$ cat src/rtl/gpio_input_conditioner.sv
// Per-bit GPIO input conditioning: optional debounce, edge/level detection,
// sticky W1C interrupt status and a masked combined interrupt line.
module gpio_input_conditioner #(
    parameter int WIDTH = 8,
    parameter int CNT_W = 16
) (
    input  logic             clk,
    input  logic             reset_n,
    input  logic [WIDTH-1:0] gpio_i,
    input  logic [WIDTH-1:0] debounce_en,
    input  logic [CNT_W-1:0] debounce_limit,
    input  logic [WIDTH-1:0] irq_type,
    input  logic [WIDTH-1:0] irq_pol,
    input  logic [WIDTH-1:0] irq_both,
    input  logic [WIDTH-1:0] irq_en,
    input  logic [WIDTH-1:0] status_clr,
    output logic [WIDTH-1:0] gpio_filt,
    output logic [WIDTH-1:0] irq_status,
    output logic             irq_out
);

    localparam logic [CNT_W-1:0] CntOne = {{(CNT_W-1){1'b0}}, 1'b1};

    logic [WIDTH-1:0] filt_q, filt_d;
    logic [WIDTH-1:0] filtPrev_q;
    logic [WIDTH-1:0] status_q, status_d;
    logic [CNT_W-1:0] cnt_q [WIDTH];
    logic [CNT_W-1:0] cnt_d [WIDTH];
    logic [WIDTH-1:0] riseEvt, fallEvt, setEvt;

    // A differing input must survive limit+1 consecutive edges before it is
    // accepted; the >= compare lets a lowered limit take effect at once.
    always_comb begin
        filt_d = filt_q;
        for (int n = 0; n < WIDTH; n++) begin
            cnt_d[n] = '0;
            if (!debounce_en[n]) begin
                filt_d[n] = gpio_i[n];
            end else if (gpio_i[n] != filt_q[n]) begin
                if (cnt_q[n] >= debounce_limit) begin
                    filt_d[n] = gpio_i[n];
                end else begin
                    cnt_d[n] = cnt_q[n] + CntOne;
                end
            end
        end
    end

    assign riseEvt = filt_q & ~filtPrev_q;
    assign fallEvt = ~filt_q & filtPrev_q;

    always_comb begin
        setEvt = '0;
        for (int n = 0; n < WIDTH; n++) begin
            if (irq_type[n]) begin
                setEvt[n] = irq_pol[n] ? filt_q[n] : ~filt_q[n];
            end else if (irq_both[n]) begin
                setEvt[n] = riseEvt[n] | fallEvt[n];
            end else begin
                setEvt[n] = irq_pol[n] ? riseEvt[n] : fallEvt[n];
            end
        end
    end

    // Set has priority over a coincident clear.
    assign status_d = setEvt | (status_q & ~status_clr);

    always_ff @(posedge clk or negedge reset_n) begin
        if (!reset_n) begin
            filt_q     <= '0;
            filtPrev_q <= '0;
            status_q   <= '0;
            for (int n = 0; n < WIDTH; n++) begin
                cnt_q[n] <= '0;
            end
        end else begin
            filt_q     <= filt_d;
            filtPrev_q <= filt_q;
            status_q   <= status_d;
            for (int n = 0; n < WIDTH; n++) begin
                cnt_q[n] <= cnt_d[n];
            end
        end
    end

    assign gpio_filt  = filt_q;
    assign irq_status = status_q;
    assign irq_out    = |(status_q & irq_en);

`ifndef SYNTHESIS
    // Level mode ignores irq_both, so a bit configured with both is suspect.
    always @(posedge clk) begin
        if (reset_n) begin
            assert (!(|(irq_type & irq_both)))
            else $error("gpio_input_conditioner: irq_type and irq_both both set (0x%0h)",
                        irq_type & irq_both);
        end
    end
`endif

endmodule

$ cat config.mk
export PLATFORM = sky130hd
export DESIGN_NAME = gpio_input_conditioner
export DESIGN_NICKNAME = d
export VERILOG_FILES = /design/src/rtl/gpio_input_conditioner.sv
export SDC_FILE = /design/constraint.sdc
export NUM_CORES = 1
export LEC_CHECK = 0
export ABC_AREA = 1
export CORE_ASPECT_RATIO = 0.7
export CORE_MARGIN = 5
export CORE_UTILIZATION = 42
export CTS_CLUSTER_DIAMETER = 30
export DETAILED_ROUTE_END_ITERATION = 16
export HOLD_SLACK_MARGIN = 0.02
export PLACE_DENSITY_LB_ADDON = 0.2
export SLEW_MARGIN = 20
export SYNTH_ARGS = -nofsm -noshare
export SYNTH_HDL_FRONTEND = slang
export SYNTH_SLANG_ARGS = --single-unit
$ cat constraint.sdc
create_clock -name clk -period 5.7 [get_ports clk]
set_clock_uncertainty 0.2 [all_clocks]
set_input_delay 1.14 -clock clk [delete_from_list [all_inputs] [get_ports clk]]
set_output_delay 1.14 -clock clk [all_outputs]
set_load 0.02 [all_outputs]
Yosys cells after proc, flatten, opt, wreduce, memory -nomap -nowiden
Index checks and enable logic that the tools add are counted.
- add/sub/neg operators: 8
- multipliers: 0
- div/mod/pow operators: 0
- $lt $le $gt $ge: 8
- equal/unequal tests: 24
- shift operators: 0
- mux-type cells: 80
- bitwise operators: 24
- reductions and logical operators: 9
- operators by type and width (operator ; number):
    $mux 16 ; 24
    $add 16x1->16 const B ; 8
    $ge 16x16->1 ; 8
    $mux 1 ; 56
    $and 8x8->8 ; 4
    $ne 2x1->1 const B ; 16
    $not 8->8 ; 3
    $reduce_and 2->1 ; 8
    $ne 1x1->1 ; 8
    $not 1->1 ; 8
    $or 1x1->1 ; 8
    $or 8x8->8 ; 1
    $reduce_or 8->1 ; 1
- flip-flop bits (word level): 152
- latch bits: 0
- RAM bits: 0
- ROM bits: 0
- input port bits: 74
- output and inout bits: 17
- logic and storage cells: 171
- memories kept: 0

Logic depth before layout (Yosys ltp)
- word-level depth: 6
- mapped depth: 13
- mapped depth without buffers: 13

Worst setup path after synthesis
Ideal clock, no wire load.
- kind: input to output
- from: in irq_en[3]
- to: out irq_out
- data arrival time: 1.648 ns
- required time: 4.360 ns
- path slack: 2.712 ns
- cell stages on the path: 4
- buffers on the path: 0
- cells stage by stage: nand2_1 -> nand2_1 -> a221oi_1 -> nand3_1
- word-level cells in the longest chain between the ends: 2
- ends and longest elaborated chain (what ; line ; RTL):
    from (decl) ; 15 ; input logic [WIDTH-1:0] irq_en,
    $and 8x8->8 ; 88 ; assign irq_out = |(status_q & irq_en);
    $reduce_or 8->1 ; 88 ;
    to (decl) ; 19 ; output logic irq_out
Every way passes these cells.

Final worst setup path
- from: in irq_en[6]
- to: out irq_out
The elaborated chain is that of the path after synthesis.

==> run summary <==
# DRC: 0
Avg Vias per Cell: 4.78
Layout cells sized above 1: 10.2%
FF+latch count, synth: 152
Hold Path Sink: cnt_q[64]
Final hold viol count: 0
Mean Syn Cell Area: 8.17 sq um
Final nets: 1727
Synth Flop Type: dfrtp_1
Final WL: 27600 um
Die area: 30700 sq um
Worst EP required: 4360 ps
Reg2reg start: cnt_q[3]
First-pass GRT wire length: 46200 um
Most common cell after layout, fill and taps aside: nand2_1
Async SR Flop Fraction: 100%
GRT Total Usage: 18.7%
Post-synth EDFFs: 0
Reg2Reg Capture Point: cnt_q[2]
DRT Pass-1 Iters: 4
Area delta synth->final: 16.3%
VDD IR-drop max: 0.000217 V
Routed len/inst: 14.7 um
Switch share: 27.5%
Max Freq: 238 MHz
Yosys warns: 0
Hold depth: 1
Post-DRT Antenna Nets: 0
Setup Total Neg Slack: 0 ps
Reg clk slew, reported paths: 60 ps
CP arrival: 2870 ps
CP Class: input port to primary output
Switching Power: 0.000743 W
Gpl congestion: 0.820
Multi-input gate area: 6900 sq um
Max-slew violations: 0
Core footprint: 26800 sq um
Most frequent cells in the layout: nand2_1 (308), inv_1 (165), nor2_1 (164)
Min Tclk post-route: 4210 ps
Max FO, Critical Path: 1
Bufs on Longest Clock Path: 2
Leakage power: 6.30 nW
Max_slew headroom: 46.5%
Unrepaired setup endpoints after global routing: no
Netlist Area Pre-Place: 11400 sq um
Hold-fix buffers, CTS: 0
TritonCTS Sinks: 152
Dpl hpwl: 20600 um
Row count: 50
Clock power frac: 43.2%
Setup crit start kind: input port
Antenna cells: 0
Vias in the first global route: 8725
Distinct cell type count after synthesis: 32
Sequential-to-total area share from yosys stat: 33.3%
Worst hold start: cnt_q[64]
Fin crit share: 73.8%
Critical path capture point type: primary output
Clk Tree Root Cell: clkbuf_16
Max-cap violations: 0
Postcts setup bufs: 0
FILL cells: 2605
Total number of vias: 8979
Global route overflow: 0
Largest net degree at the start of global routing: 61
Syn Nets: 1624
Reg-to-reg setup timing slack: 3550 ps
Initial Util: 42.7%
Die X: 207 um
Outcome: complete, no violations
Pwr Density: 203 nW/um^2
Post-layout util: 49.6%
Buffers on Ports: 90
Worst-margin pin slew: 802 ps
Final setup fails: 0
I/O pin cnt: 91
TritonCTS clock tree: built
Initial antenna violation count: 0
Worst Hold Class: flip-flop to flip-flop
Gates resized, CTS repair: 0
Power Internal: 0.00196 W
Clk_lat worst skew: 430 ps
Comb pwr share: 14.4%
Synthesized instance count: 1398
Seq pwr share: 42.4%
R2r worst-path depth: 9
Chip Height: 148 um
Reg area: 3800 sq um
H-tree depth: 4
1st-iter DRT viols: 492
CTS buffer count: 17
critical path, cell delays in order:
cell	delay [ps]
clkdlybuf4s50_1	410
a22o_1	230
a21oi_1	390
nand3_1	130
clkdlybuf4s50_1	560
per-stage QoR:
step                worst slack [ps]  instance area [sq um]  power (W)  hold WS, ps  instances
floorplan                       2710                  11400    0.00138          251       1398
global placement                1440                  12700    0.00155          276       1846
detailed placement              1450                  12700    0.00156          283       1846
CTS                             1440                  13300    0.00274          291       1878
global route                    1390                  13300    0.00284          315       1878
finish                          1490                  13300    0.00270          289       1878
synthesized netlist by cell type, types with 2 or more instances:
cell type,count,area (sq um)
nor3_1,31,155
nand3_2,5,50.1
nand4_1,20,125
a21oi_1,49,245
nand2_1,308,1160
o21bai_1,2,15.0
ha_1,152,1900
nand3_4,8,140
nor2_1,164,616
o21ai_0,21,105
and2_1,7,43.8
nand2_2,12,75.1
nand3_1,53,265
a21oi_2,7,61.3
nor3_4,5,81.3
xnor2_1,13,114
o221ai_1,8,70.1
dfrtp_1,152,3800
o21ai_1,14,70.1
inv_1,165,619
nor2_2,59,369
nand3b_1,5,37.5
nor2_4,23,259
buf_6,6,67.6
xor2_1,102,893
logic make-up after synthesis:
kind of cell | Yosys count | synth area share, %
compound gates | 105 | 5.32
xor+xnor | 115 | 8.82
flops | 152 | 33.3
simple gates | 701 | 29.6
fa+ha+maj | 152 | 16.6
buf+inv | 173 | 6.32
how the worst max path moves through the flow:
stage          slack, ps  cells past startpoint  startpoint  endpoint
4_1_cts             1440                      5   irq_en[6]   irq_out
3_5_place_dp        1450                      5   irq_en[6]   irq_out
6_report            1490                      5   irq_en[6]   irq_out
2_1_floorplan       2710                      4   irq_en[3]   irq_out
3_3_place_gp        1440                      5   irq_en[6]   irq_out
5_1_grt             1390                      5   irq_en[6]   irq_out
final cells by class:
type                       count  share of cell area, %
clock buffer                  20                   3.36
sequential                   152                   28.6
multi-input combinational   1073                   51.9
tap                          364                   3.43
inverter                     165                   4.66
timing repair buffer          92                   6.90
clock inverter                12                   1.13
power groups by stage:
stage          Combinational [W]  Clock (W)  Sequential, W
2_1_floorplan           0.000213          0        0.00117
3_3_place_gp            0.000384          0        0.00117
3_5_place_dp            0.000393          0        0.00117
4_1_cts                 0.000395    0.00120        0.00115
5_1_grt                 0.000442    0.00125        0.00115
6_report                0.000388    0.00117        0.00115
state kept, by name (all words and copies together) (netlist names):
register	cells
gpio_filt	8
cnt_q	128
irq_status	8
filtPrev_q	8
routing by layer:
layer,wire length [um],GRT usage [%],vias to the layer above
met4,215,3.37,0
met1,14800,28.4,4121
met2,11600,27.8,131
li1,-,-,4714
met3,994,3.80,13
met5,0,0,-
Power figures use the tool's default switching activity.
